File: src/rtl/spi_master.sv
// SPI master: one DATA_WIDTH-bit full-duplex transfer per start request, CPOL/CPHA and SCK rate set by parameters.
// Build option: define SPI_MASTER_LSB_FIRST_EN to shift bit 0 first (default build shifts MSB first).
module spi_master #(
   parameter int unsigned DATA_WIDTH = 8,
   parameter int unsigned CLK_DIV    = 2,
   parameter bit          CPOL       = 1'b0,
   parameter bit          CPHA       = 1'b0
) (
   input  logic                  clk_i,
   input  logic                  rst_i,
   input  logic                  start_i,
   input  logic [DATA_WIDTH-1:0] data_i,
   output logic                  busy_o,
   output logic                  done_o,
   output logic [DATA_WIDTH-1:0] data_o,
   output logic                  nss_o,
   output logic                  sck_o,
   output logic                  sdo_o,
   input  logic                  sdi_i
);

   localparam int unsigned CW = (CLK_DIV > 1) ? $clog2(CLK_DIV) : 1;
   localparam int unsigned EW = $clog2(2 * DATA_WIDTH);
   localparam logic [CW-1:0] CNT_LAST  = CW'(CLK_DIV - 1);
   localparam logic [EW-1:0] EDGE_LAST = EW'(2 * DATA_WIDTH - 1);

`ifdef SPI_MASTER_LSB_FIRST_EN
   localparam bit LSB_FIRST = 1'b1;
`else
   localparam bit LSB_FIRST = 1'b0;
`endif

   typedef enum logic [2:0] {IDLE, LEAD, SHIFT, TRAIL, GAP} state_t;

   state_t                state;
   logic [CW-1:0]         cnt;
   logic [EW-1:0]         ecnt;
   logic [DATA_WIDTH-1:0] tx;
   logic [DATA_WIDTH-1:0] rx;
   logic                  cnt_done;
   logic                  sck_edge;
   logic                  leading;

   assign cnt_done = (cnt == CNT_LAST);
   assign sck_edge = cnt_done && ((state == LEAD) || (state == SHIFT));
   assign leading  = ~ecnt[0];

   function automatic logic first_bit(input logic [DATA_WIDTH-1:0] v);
      return LSB_FIRST ? v[0] : v[DATA_WIDTH-1];
   endfunction

   function automatic logic [DATA_WIDTH-1:0] shift_out(input logic [DATA_WIDTH-1:0] v);
      return LSB_FIRST ? (v >> 1) : (v << 1);
   endfunction

   function automatic logic [DATA_WIDTH-1:0] shift_in(input logic [DATA_WIDTH-1:0] v, input logic b);
      return LSB_FIRST ? {b, v[DATA_WIDTH-1:1]} : {v[DATA_WIDTH-2:0], b};
   endfunction

   always_ff @(posedge clk_i) begin
      if (rst_i) begin
         state  <= IDLE;
         cnt    <= '0;
         ecnt   <= '0;
         tx     <= '0;
         rx     <= '0;
         busy_o <= 1'b0;
         done_o <= 1'b0;
         data_o <= '0;
         nss_o  <= 1'b1;
         sck_o  <= CPOL;
         sdo_o  <= 1'b0;
      end else begin
         done_o <= 1'b0;
         if (state != IDLE)
            cnt <= cnt_done ? '0 : cnt + CW'(1);

         // Each SCK edge: even edge index is the leading edge, odd the trailing one
         if (sck_edge) begin
            sck_o <= CPOL ^ leading;
            ecnt  <= ecnt + EW'(1);
            if (leading == !CPHA) begin
               rx <= shift_in(rx, sdi_i);
            end else if (CPHA || (ecnt != EDGE_LAST)) begin
               sdo_o <= first_bit(tx);
               tx    <= shift_out(tx);
            end
         end

         case (state)
            IDLE: begin
               if (start_i) begin
                  state  <= LEAD;
                  busy_o <= 1'b1;
                  nss_o  <= 1'b0;
                  cnt    <= '0;
                  ecnt   <= '0;
                  rx     <= '0;
                  tx     <= CPHA ? data_i : shift_out(data_i);
                  if (!CPHA)
                     sdo_o <= first_bit(data_i);
               end
            end
            LEAD: begin
               if (cnt_done)
                  state <= SHIFT;
            end
            SHIFT: begin
               if (cnt_done && (ecnt == EDGE_LAST))
                  state <= TRAIL;
            end
            TRAIL: begin
               if (cnt_done) begin
                  state  <= GAP;
                  nss_o  <= 1'b1;
                  done_o <= 1'b1;
                  data_o <= rx;
               end
            end
            GAP: begin
               if (cnt_done) begin
                  state  <= IDLE;
                  busy_o <= 1'b0;
               end
            end
            default: state <= IDLE;
         endcase
      end
   end

endmodule

File: config.mk
export PLATFORM = sky130hd
export DESIGN_NAME = spi_master
export DESIGN_NICKNAME = d
export VERILOG_FILES = /design/src/rtl/spi_master.sv
export SDC_FILE = /design/constraint.sdc
export NUM_CORES = 1
export LEC_CHECK = 0
export BUFFER_PORTS_ARGS = -buffer_cell sky130_fd_sc_hd__buf_2
export CAP_MARGIN = 10
export CORE_AREA = 5 5 86 48
export CTS_CLUSTER_DIAMETER = 200
export DETAILED_ROUTE_END_ITERATION = 7
export DIE_AREA = 0 0 91 53
export GPL_TIMING_DRIVEN = 0
export PLACE_DENSITY = 0.71
export SYNTH_ARGS = -nofsm -noshare
export SYNTH_HDL_FRONTEND = slang
export SYNTH_SLANG_ARGS = --single-unit
File: constraint.sdc
create_clock -name clk_i -period 1.8 [get_ports clk_i]
set_input_delay 0.18 -clock clk_i [delete_from_list [all_inputs] [get_ports clk_i]]
set_output_delay 0.18 -clock clk_i [all_outputs]
set_load 0.1 [all_outputs]
==> results.ini <==
[final_layout]
diodes=0
mostFrequentLayoutCell=dfxtp_1
final_area_sq_um=1860
layout-drive-gt1-share_pct=24.4
layout.nets=217
layout_common_cells=dfxtp_1, nand2_1, buf_2
area.growth.synth_to_final_pct=18.4
stdcell_count=247

[routing]
routed_via_density=5.33
post-route-drc-count=0
vias=1317
wl_per_cell_um=13.7
drt_wl_total_um=3370
drt_iter0_markers=63
postRouteAntennaNets=0
firstDrtPassIters=5

[timing]
slew_violations=0
skew_ps=5.61
hold_ws_ps=97.5
clock.fmax_ghz=0.602
period_minus_slack_ps=1660
fin_crit_sh_pct=92.2
relSlewSlack_pct=61.6
hold_viol=0
tns_ps=0
tightest_slew_ps=575
rsz0062_at_grt=no
setup_violations=0

[critical_path]
cp_data_arrival_time_ps=1840
cp.depth=6
critPathKind=register to register
crit_slowest_cell=dfxtp_1
crit_chain=buf_2 -> nor2b_1 -> buf_2 -> nand4_1 -> buf_4 -> a2111oi_2
cp.buffers_inverters=3
start_kind=register
r2r_end=tx[1]
crit_top_cell=buf_2
cp_top_family=buffers and inverters
cp_slowest_stage_delay_ps=300
crit_path_start=cnt
ff2ff_path_depth=6
critPathMaxFanout=10
r2r_setup_slack_ps=140
endpoint=tx[1]
timing.rr.start=cnt
worstPathRequired_ps=1980
cp-end-kind=register

[clocking]
cts.path.max_buffers=2
cts_tree=built
hold_buffers=0
postCtsResizedCells=0
clock_sinks=37
cts_max_level=2
clk_pin_slew_worst_paths_ps=70
cts_root_buffer=clkbuf_8
insertion_delay_ps=280
cts_made_buffers=5
cts_setup_buffers=0

[placed_design]
hpwlAfterDp_um=2480
numPortBuffers=24
place_congestion=0.804
dp.cells=239
place_area_sq_um=1740

[hold_path]
hp-class=input pin to register

[synthesis]
muxShareOfSynthArea_pct=3.83
yosysSeqAreaShare_pct=47.2
synth_top_area_share_pct=47.2
synthFlopType=dfxtp_1
yosys_warnings=0
async_reset_ff_share_pct=0
synthCells=173
synth_compound_area_share_pct=16.1
synth_area_leaders=dfxtp_1, nand2_1, a21oi_1
syn_avg_cell_area_sq_um=9.06
yosysTopAreaCell=dfxtp_1
ys_types=34
synth_fp_nets=186
synth_top_family_by_area=simple AND/OR/NAND/NOR gates
synth_xor_area_share_pct=4.55
synth_edf_count=0
ys_ff_latch=37
synth-adder-area-share_pct=0.798
yosys.area_share.simple_pct=21.2
syn_area_sq_um=1570

[floorplanning]
row_count=15
initial_core_util_pct=47.7
dieWidth_um=91
fp.coreArea_sq_um=3280
io_pins=25
die_y_um=53
dieArea_sq_um=4820

[power_and_ir_drop]
fin_total_pwr_mw=1.84
p_leak_nw=0.769
powerDensity_nw_per_um2=991
ir_worst_vdd_mv=0.704

[status]
status=finished, final reports clean

[global_route]
grt.total_usage_pct=14.9
overflow=0
grt_pass1_vias=1285
grt_pass1_wl_um=5650
antenna_found_initial=0
grt_max_degree=12

[flow_run]
max_cap_violations=0

==> worst reg2reg max path, stage by stage (launching register included) <==
cell	delay, ps
dfxtp_1	300
buf_2	160
nor2b_1	140
buf_2	190
nand4_1	210
buf_4	260
a2111oi_2	290
==> stage by stage <==
stage          util [%]  worst slack, ps
3_3_place_gp       53.0              219
2_1_floorplan         -              301
5_1_grt            56.5             17.3
4_1_cts            56.5              156
6_report           56.5              140
3_5_place_dp       53.0              163
==> cells by family after synthesis <==
kind of cell	count (synthesis)
AO/OA/AOI/OAI	41
XOR/XNOR	6
multiplexers	6
AND/OR/NAND/NOR	69
buffers and inverters	13
adder cells (fa/ha/maj)	1
flip-flops	37
==> state kept, by name, summed over array words and instances (netlist names) <==
| signal | cells |
|---|---|
| tx | 8 |
| busy_o | 1 |
| cnt | 1 |
| rx | 8 |
| sdo_o | 1 |
| data_o | 8 |
| done_o | 1 |
| ecnt | 4 |
| state | 3 |
| sck_o | 1 |
| nss_o | 1 |
==> worst min-delay path by stage <==
stage | startpoint | to | cells after the start
floorplan | data_i[7] | sdo_o | 2
global placement | data_i[5] | tx[6] | 3
detailed placement | data_i[5] | tx[6] | 3
CTS | data_i[5] | tx[6] | 3
global route | data_i[4] | tx[5] | 3
finish | data_i[5] | tx[6] | 3
==> final cells by class <==
class | instances | area, sq um
repair buffers | 24 | 120
clock buffers | 7 | 86.3
clock inverters | 1 | 30.0
multi-input cells | 123 | 729
flip-flops and latches | 37 | 741
well taps | 42 | 52.6
plain buffers | 13 | 97.6
fillers | 285 | 1430
==> per-layer routing <==
| metal | share of wire, % | up-vias | global-route usage [%] |
|---|---|---|---|
| li1 | - | 651 | - |
| met1 | 48 | 617 | 18.7 |
| met2 | 45 | 41 | 23.3 |
| met3 | 5.9 | 8 | 4.69 |
| met4 | 1.6 | 0 | 7.32 |
| met5 | 0 | - | 0 |
==> report_power, final <==
part | switching, mW | leakage (nW) | total (mW) | internal [mW]
sequential | 0.0157 | 0.301 | 0.864 | 0.848
clock | 0.267 | 0.0585 | 0.718 | 0.451
combinational | 0.166 | 0.410 | 0.258 | 0.0923
==> Yosys cell counts, drive strengths merged (2+ instances only) <==
master,instances
a2111oi,3
a21oi,21
buf,11
clkbuf,2
dfxtp,37
mux2i,6
nand2,33
nand3,3
nand3b,2
nand4,2
nor2,18
nor3,2
o21ai,13
xor2,6
Note: power is estimated with default switching activity, not from simulation.
